[src/rtl/sram_bank_arbiter_pkg.sv]
// Shared types and default sizes for the SRAM bank arbiter and its read-return FIFO.
package sram_bank_arbiter_pkg;

  localparam int DEF_ADDR_WIDTH  = 8;
  localparam int DEF_DATA_WIDTH  = 16;
  localparam int DEF_FETCH_WIDTH = 4;
  localparam int DEF_OUT_DEPTH   = 2;

  typedef enum logic {
    SEL_WRITE = 1'b0,
    SEL_READ  = 1'b1
  } arb_sel_t;

  typedef logic [DEF_FETCH_WIDTH-1:0][DEF_DATA_WIDTH-1:0] sram_word_t;

endpackage

[src/rtl/sram_bank_arbiter_rd_return_fifo.sv]
// In-order read-return buffer; occupancy feeds the arbiter's credit check.
module rd_return_fifo
  import sram_bank_arbiter_pkg::*;
#(
  parameter int WIDTH = DEF_FETCH_WIDTH * DEF_DATA_WIDTH,
  parameter int DEPTH = DEF_OUT_DEPTH,
  localparam int CNT_W = $clog2(DEPTH + 1),
  localparam int PTR_W = (DEPTH > 1) ? $clog2(DEPTH) : 1
) (
  input  logic             clk,
  input  logic             rst_n,
  input  logic             push,
  input  logic [WIDTH-1:0] push_data,
  input  logic             pop,
  output logic [WIDTH-1:0] head,
  output logic             empty,
  output logic [CNT_W-1:0] occupancy
);

  logic [WIDTH-1:0] mem_q [DEPTH];
  logic [PTR_W-1:0] wr_ptr_q;
  logic [PTR_W-1:0] rd_ptr_q;
  logic [CNT_W-1:0] count_q;
  logic             full;

  // Pointers wrap explicitly so DEPTH need not be a power of two.
  function automatic logic [PTR_W-1:0] ptr_inc(input logic [PTR_W-1:0] p);
    return (p == PTR_W'(DEPTH - 1)) ? '0 : p + 1'b1;
  endfunction

  always_ff @(posedge clk or negedge rst_n) begin
    if (!rst_n) begin
      for (int i = 0; i < DEPTH; i++) mem_q[i] <= '0;
      wr_ptr_q <= '0;
      rd_ptr_q <= '0;
      count_q  <= '0;
    end else begin
      if (push) begin
        mem_q[wr_ptr_q] <= push_data;
        wr_ptr_q        <= ptr_inc(wr_ptr_q);
      end
      if (pop) rd_ptr_q <= ptr_inc(rd_ptr_q);
      if (push && !pop)      count_q <= count_q + 1'b1;
      else if (pop && !push) count_q <= count_q - 1'b1;
    end
  end

  assign head      = mem_q[rd_ptr_q];
  assign empty     = (count_q == '0);
  assign full      = (count_q == CNT_W'(DEPTH));
  assign occupancy = count_q;

  // The arbiter's credit accounting must make this unreachable.
  no_overflow: assert property (@(posedge clk) disable iff (!rst_n) !(push && full));

endmodule

[src/rtl/sram_bank_arbiter.sv]
// Round-robin arbiter sharing one single-port SRAM bank between a writer and a
// credit-limited reader whose data returns in order through a small buffer.
module sram_bank_arbiter
  import sram_bank_arbiter_pkg::*;
#(
  parameter int ADDR_WIDTH  = DEF_ADDR_WIDTH,
  parameter int DATA_WIDTH  = DEF_DATA_WIDTH,
  parameter int FETCH_WIDTH = DEF_FETCH_WIDTH,
  parameter int OUT_DEPTH   = DEF_OUT_DEPTH
) (
  input  logic                                  clk,
  input  logic                                  rst_n,
  input  logic                                  clk_en,
  input  logic                                  wr_valid,
  input  logic [ADDR_WIDTH-1:0]                 wr_addr,
  input  logic [FETCH_WIDTH-1:0][DATA_WIDTH-1:0] wr_data,
  output logic                                  wr_ready,
  input  logic                                  rd_valid,
  input  logic [ADDR_WIDTH-1:0]                 rd_addr,
  output logic                                  rd_ready,
  output logic [FETCH_WIDTH-1:0][DATA_WIDTH-1:0] rd_data,
  output logic                                  rd_data_valid,
  input  logic                                  rd_data_ready,
  output logic [ADDR_WIDTH-1:0]                 mem_addr_in_bank,
  output logic                                  mem_cen_in_bank,
  output logic                                  mem_wen_in_bank,
  output logic [FETCH_WIDTH-1:0][DATA_WIDTH-1:0] mem_data_in_bank,
  input  logic [FETCH_WIDTH-1:0][DATA_WIDTH-1:0] mem_data_out_bank
);

  // Handshake: a request is accepted in the cycle its valid is high and the
  // matching ready is high; ready is combinational from the grant and is
  // never high for both requesters in the same cycle.

  localparam int WORD_W = FETCH_WIDTH * DATA_WIDTH;
  localparam int CNT_W  = $clog2(OUT_DEPTH + 1);

  arb_sel_t                               rr_last_q;
  logic                                   inflight_q;
  logic [FETCH_WIDTH-1:0][DATA_WIDTH-1:0] wdata_q;

  logic [CNT_W-1:0]  occupancy;
  logic              fifo_empty;
  logic [WORD_W-1:0] fifo_head;
  logic [CNT_W:0]    in_use;
  logic              credit_ok;
  logic              rd_eligible;
  logic              wr_grant;
  logic              rd_grant;
  logic              push;
  logic              pop;

  assign in_use      = {1'b0, occupancy} + {{CNT_W{1'b0}}, inflight_q};
  assign credit_ok   = (in_use < (CNT_W + 1)'(OUT_DEPTH));
  assign rd_eligible = rd_valid && credit_ok;

  // rst_n gates the grant so the bank-side outputs drop the moment reset asserts.
  always_comb begin
    wr_grant = 1'b0;
    rd_grant = 1'b0;
    if (rst_n && clk_en) begin
      if (wr_valid && rd_eligible) begin
        if (rr_last_q == SEL_READ) wr_grant = 1'b1;
        else                       rd_grant = 1'b1;
      end else begin
        wr_grant = wr_valid;
        rd_grant = rd_eligible;
      end
    end
  end

  always_comb begin
    mem_cen_in_bank  = wr_grant || rd_grant;
    mem_wen_in_bank  = wr_grant;
    mem_addr_in_bank = '0;
    if (wr_grant)      mem_addr_in_bank = wr_addr;
    else if (rd_grant) mem_addr_in_bank = rd_addr;
    mem_data_in_bank = wr_grant ? wr_data : wdata_q;
  end

  assign wr_ready = wr_grant;
  assign rd_ready = rd_grant;

  always_ff @(posedge clk or negedge rst_n) begin
    if (!rst_n) begin
      rr_last_q  <= SEL_READ;
      inflight_q <= 1'b0;
      wdata_q    <= '0;
    end else if (clk_en) begin
      inflight_q <= rd_grant;
      if (wr_grant) begin
        rr_last_q <= SEL_WRITE;
        wdata_q   <= wr_data;
      end else if (rd_grant) begin
        rr_last_q <= SEL_READ;
      end
    end
  end

  // The bank shares clk_en, so its output stays valid until the next enabled cycle.
  assign push = clk_en && inflight_q;
  assign pop  = clk_en && !fifo_empty && rd_data_ready;

  rd_return_fifo #(
    .WIDTH (WORD_W),
    .DEPTH (OUT_DEPTH)
  ) u_rd_return_fifo (
    .clk       (clk),
    .rst_n     (rst_n),
    .push      (push),
    .push_data (mem_data_out_bank),
    .pop       (pop),
    .head      (fifo_head),
    .empty     (fifo_empty),
    .occupancy (occupancy)
  );

  assign rd_data       = fifo_head;
  assign rd_data_valid = !fifo_empty;

endmodule

[config.mk]
export PLATFORM = sky130hd
export DESIGN_NAME = sram_bank_arbiter
export DESIGN_NICKNAME = d
export VERILOG_FILES = /design/src/rtl/sram_bank_arbiter_pkg.sv /design/src/rtl/sram_bank_arbiter_rd_return_fifo.sv /design/src/rtl/sram_bank_arbiter.sv
export SDC_FILE = /design/constraint.sdc
export NUM_CORES = 1
export LEC_CHECK = 0
export ABC_AREA = 1
export BUFFER_PORTS_ARGS = -buffer_cell sky130_fd_sc_hd__buf_2
export CAP_MARGIN = 20
export CELL_PAD_IN_SITES_DETAIL_PLACEMENT = 0
export CELL_PAD_IN_SITES_GLOBAL_PLACEMENT = 1
export CORE_ASPECT_RATIO = 0.75
export CORE_UTILIZATION = 36
export CTS_CLUSTER_SIZE = 12
export DETAILED_ROUTE_END_ITERATION = 7
export HOLD_SLACK_MARGIN = 0.06
export PLACE_DENSITY = 0.84
export SLEW_MARGIN = 20
export SYNTH_ARGS = -nofsm -noshare
export SYNTH_HDL_FRONTEND = slang
export SYNTH_SLANG_ARGS = --single-unit
[constraint.sdc]
create_clock -name clk -period 1.9 [get_ports clk]
set_clock_uncertainty 0.2 [all_clocks]
set_input_delay 0.285 -clock clk [delete_from_list [all_inputs] [get_ports clk]]
set_output_delay 0.285 -clock clk [all_outputs]
set_load 0.005 [all_outputs]
; ---- Word level (Yosys, flattened, before mapping)
; Index checks and enable logic that the tools add are counted.
[word_totals]
reg_bits = 198
inputBits = 150
word_cells = 60
[classes]
add_sub_neg = 5
magnitude_cmp = 4
n_mux = 21
bitwise = 2
n_reduce_logical = 17
[ops]
columns = operator, n
row1 = 64-bit two-way mux, 5
row2 = 128-bit bitwise mux, 1
row3 = 64-bit demux with 1-bit select, 1
row4 = 8-bit two-way mux, 2
row5 = 1-bit two-way mux, 10
row6 = 1-bit logical AND, 9
row7 = "2-bit greater-or-equal comparator, second input constant", 2
row8 = 2-bit two-way mux, 2
row9 = 1-bit NOT with 2-bit output, 2
row10 = 2-bit nonzero test, 2
row11 = 2-bit by 1-bit adder with 3-bit output, 1
row12 = 1-bit logical NOT, 3
row13 = "3-bit by 2-bit < comparator with 1-bit output, second input constant", 1
row14 = "1-bit adder, second input constant", 2
row15 = "2-bit by 1-bit adder with 2-bit output, second input constant", 1
row16 = 2-bit logical NOT, 1
row17 = "2-bit by 1-bit < comparator with 1-bit output, second input constant", 1
row18 = 2-bit AND reduction, 1
row19 = "2-bit by 1-bit subtractor with 2-bit output, second input constant", 1
row20 = 1-bit logical OR, 1

; ---- Depth between registers and ports, before layout
[depth]
ltp_word = 8
depth_mapped = 8
mapped_depth_nobuf = 8

; ---- Cells and area by module
; Synthesis repeated with hierarchy kept, for this count alone.
[unflattened]
cells_unflattened = 967
hier_area_um2 = 9016.1
[modules_own_cells]
columns = module, n_inst, cells_per_inst, area_per_inst_um2
row1 = rd_return_fifo, 1, 571, 5955.7
row2 = sram_bank_arbiter, 1, 396, 3060.4

; ---- Least setup slack after synthesis
; Ideal clock, no wire load.
[synth_timing]
path_type = reg2out
from = register rr_last_q
to = output port wr_ready
arrival_ns = 1.230
setup_slack_ns = 0.185
path_stages_with_launch = 8
cell_sequence = dfstp_2 inv_1 nand3_2 nand2_2 buf_4 buf_6 inv_1 buf_4
[synth_between]
elab_chain_cells = 3
[synth_lines]
columns = element, line_no
row1 = start: declaration, sram_bank_arbiter.sv:38  ; arb_sel_t rr_last_q;
row2 = start signal: assignment, sram_bank_arbiter.sv:86  ; rr_last_q <= SEL_READ;
row3 = start signal: assignment, sram_bank_arbiter.sv:92  ; rr_last_q <= SEL_WRITE;
row4 = start signal: assignment, sram_bank_arbiter.sv:95  ; rr_last_q <= SEL_READ;
row5 = 1-bit two-way mux, sram_bank_arbiter.sv:63  ; if (rr_last_q == SEL_READ) wr_grant = 1'b1;
row6 = 1-bit two-way mux, sram_bank_arbiter.sv:62  ; if (wr_valid && rd_eligible) begin
row7 = 1-bit two-way mux, sram_bank_arbiter.sv:61  ; if (rst_n && clk_en) begin
row8 = end: declaration, sram_bank_arbiter.sv:17  ; output logic wr_ready,
; No other way between the ends.

==> summary.txt <==
Timing
  • Final setup violation count: 140
  • Final WS setup: -0.327 ns
  • Slew Viols, Final: 0
  • Final Cycle Share: 1.17
  • Slew headroom: 0.551
  • Min Tclk post-route: 2.23 ns
  • Fin. Hold Viols: 0
  • Worst Tran Pin Value: 0.674 ns
  • RSZ-0062 raised after global routing: true
  • Fmax: 449 MHz
  • Worst hold slack: ~0.15 ns

Global route
  • Initial antenna violation count: 1
  • First-pass GRT wire length: 44.3 mm
  • Pin count of the biggest net entering global routing: 125
  • Gr usage total: 0.228
  • Vias in the first global route: 8802
  • Global route overflow: 0

Place
  • Post-DP HPWL: 17.2 mm
  • Gpl congestion: 0.828
  • Port bufs: 290

Power and ir drop
  • Peak supply drop: 0.785 mV
  • Pwr Density: 1370 nW/um2
  • Combinational cell fraction of total power: 0.468
  • NetSw: 0.00732 W
  • Clk pwr share: 0.178
  • Switching Share: 0.372
  • Register share of total power: 0.354
  • Int Power: 0.0123 W
  • Leakage power: roughly 8.1 nW

Synthesis
  • Yosys cell types: 21
  • Post-synthesis net count: approximately 1200
  • Synth Register Bits: between 150 and 200
  • Ys Warns: 0
  • Mapped Cells: around 1100
  • Seq/Total Area, Yosys: 0.569
  • Syn avg cell area: 7.94 um2
  • Cell Area, Synth: 8720 um2

Clock network
  • CTS tree: yes
  • Root Driver: clkbuf_16
  • Deepest clock path buffer count: 2
  • Total CTS buffers: 17
  • CTS clk-pin slew, worst paths: 0.07 ns
  • CTS sink cnt: about 200
  • H-Tree Depth: 4
  • Skew-Pair Late Insertion Delay: between 0.4 and 0.5 ns

Floorplan
  • Starting density of the core: 0.373
  • Row cnt: 48
  • I/O pin count: 291
  • Die width: 182 um
  • CORE AREA: 23400 um2
  • Die area: 24800 um2
  • Die Ht: 137 um

Final layout
  • Area of the multi-input gates: 3750 um2
  • Commonest non-fill, non-tap cell in the layout: nand2_1
  • Most frequent cells in the layout: 405 x nand2_1, 260 x buf_2, 196 x dfrtp_1
  • Register Area: 4960 um2
  • Share of layout cells above drive strength 1: 0.359
  • Post-route core utilization: 0.613
  • Synthesis-to-layout area growth: 64.3%
  • Final-stage net count: 1737
  • FILL cells: 2022

Run
  • # Max-Cap Violations: 0

Hold path
  • Hold path endpoint: rr_last_q
  • HP Start: clk_en
  • Hold depth: 6
  • Hold crit path type: in2reg

Critical path
  • Crit Path Class: reg2out
  • Flop-to-flop setup slack: 0.16 ns
  • Worst setup SP type: register
  • Crit-path max FO: 17
  • R2R Path Start: u_rd_return_fifo.rd_ptr_q
  • Reg2Reg Depth: 7
  • CP Capture Type: output pin
  • Worst Path Arrival: about 1.7 ns
  • Worst Path Required: 1.41 ns
  • Crit Reg-Reg Endpoint: u_rd_return_fifo.rd_ptr_q

Routing
  • Vias per std cell: around 4.7
  • DRC viols: 0
  • Vias: 8918
  • Iteration-0 DRC Markers: 594
  • WL final: ~29 mm
  • Routed length per instance: 15.1 um
  • Post-route ant nets: 0
  • Pre-Repair DR Iteration Count: 6

Run status
  • Failing checks: setup timing
  • Status: finished, violations left
-- worst max-delay path, stage by stage, from the launching register on --
cell	delay [ns]
dfrtp_1	0.42
nor2_4	0.14
nand3_4	0.13
buf_12	0.16
buf_12	0.15
nand3_1	0.10
nand2_1	0.08
buf_2	0.13
-- flip-flops by register name (all words and copies together) (netlist names) --
name                        flops
u_rd_return_fifo.mem_q        128
wdata_q                        64
u_rd_return_fifo.occupancy      2
inflight_q                      1
rr_last_q                       1
u_rd_return_fifo.rd_ptr_q       1
u_rd_return_fifo.wr_ptr_q       1
-- cells by family (layout without fill, tap and decap cells) --
| kind of cell | count (synthesis) | after routing | share of synthesized area |
|---|---|---|---|
| fa+ha+maj | 1 | 1 | 0.00144 |
| buf+inv | 142 | 643 | 0.0693 |
| other cells | 0 | 1 | 0 |
| simple gates | 625 | 625 | 0.284 |
| flops | 198 | 198 | 0.569 |
| compound gates | 129 | 129 | 0.0741 |
| xor+xnor | 3 | 3 | 0.00302 |
-- layer usage --
metal	track usage	vias to the layer above	share of wire
met5	0	-	0
met4	0.0673	0	0.020
met3	0.0532	35	0.060
met2	0.382	288	0.49
met1	0.296	4197	0.43
li1	-	4398	-
-- cell usage after synthesis, drive strengths merged --
cell / n / area share
buf: 43 / 0.027
clkbuf: 21 / 0.0090
dfrtp: 197 / 0.57
dfstp: 1 / 0.0030
ha: 1 / 0.0014
inv: 78 / 0.034
nand2: 536 / 0.23
nand3: 83 / 0.048
nand3b: 1 / 0.00086
nor2: 4 / 0.0026
o21ai: 129 / 0.074
or2: 1 / 0.00072
xnor2: 1 / 0.0010
xor2: 2 / 0.0020
-- power by group through the flow --
| stage | combinational [W] | sequential, W | clock [W] |
|---|---|---|---|
| floorplan | 0.00320 | 0.00648 | 0 |
| global placement | 0.00569 | 0.00663 | 0 |
| detailed placement | 0.00578 | 0.00667 | 0 |
| CTS | 0.00787 | 0.00674 | 0.00357 |
| global route | 0.0101 | 0.00714 | 0.00374 |
| finish | 0.00921 | 0.00696 | 0.00349 |
-- final cells by class --
type / count / share of cell area
repair buffers: 533 / 0.306
clock inverters: 13 / 0.00795
flip-flops and latches: 198 / 0.346
inverters: 78 / 0.0208
well taps: 300 / 0.0262
clock buffers: 19 / 0.0309
diodes: 1 / 0.000175
multi-input cells: 758 / 0.262
-- per-stage QoR --
step	instances	instance area [um2]	power [W]	worst slack [ns]	TNS, ns
after CTS	1891	13700	0.0182	-0.351	-32.22
after detailed placement	1704	11000	0.0125	-0.0330	-0.0381
after floorplan	1098	8720	0.00968	0.185	0
after global placement	1704	11000	0.0123	-0.0573	-0.0584
final	1900	14300	0.0197	-0.327	-32.54
after global routing	1900	14300	0.0209	-0.437	-43.90
-- worst max path at each step --
stage / start / to / cells past startpoint
global route: u_rd_return_fifo.occupancy[1] / mem_data_in_bank[26] / 7
global placement: rst_n / mem_data_in_bank[52] / 7
CTS: u_rd_return_fifo.occupancy[1] / mem_data_in_bank[53] / 7
floorplan: rr_last_q / wr_ready / 7
finish: u_rd_return_fifo.occupancy[1] / mem_data_in_bank[53] / 7
detailed placement: rst_n / mem_data_in_bank[52] / 7
-- what timing repair did --
action | in CTS | in global routing
pin swaps | 26 | 23
hold buffers | 131 | 0
endpoints found under the hold margin | 216 | 0
gates resized for setup | 116 | 149
setup endpoints to repair | 140 | 203
buffers inserted | 11 | 9
gates cloned | 13 | 5
No activity file was read; power rests on OpenSTA's default activity.
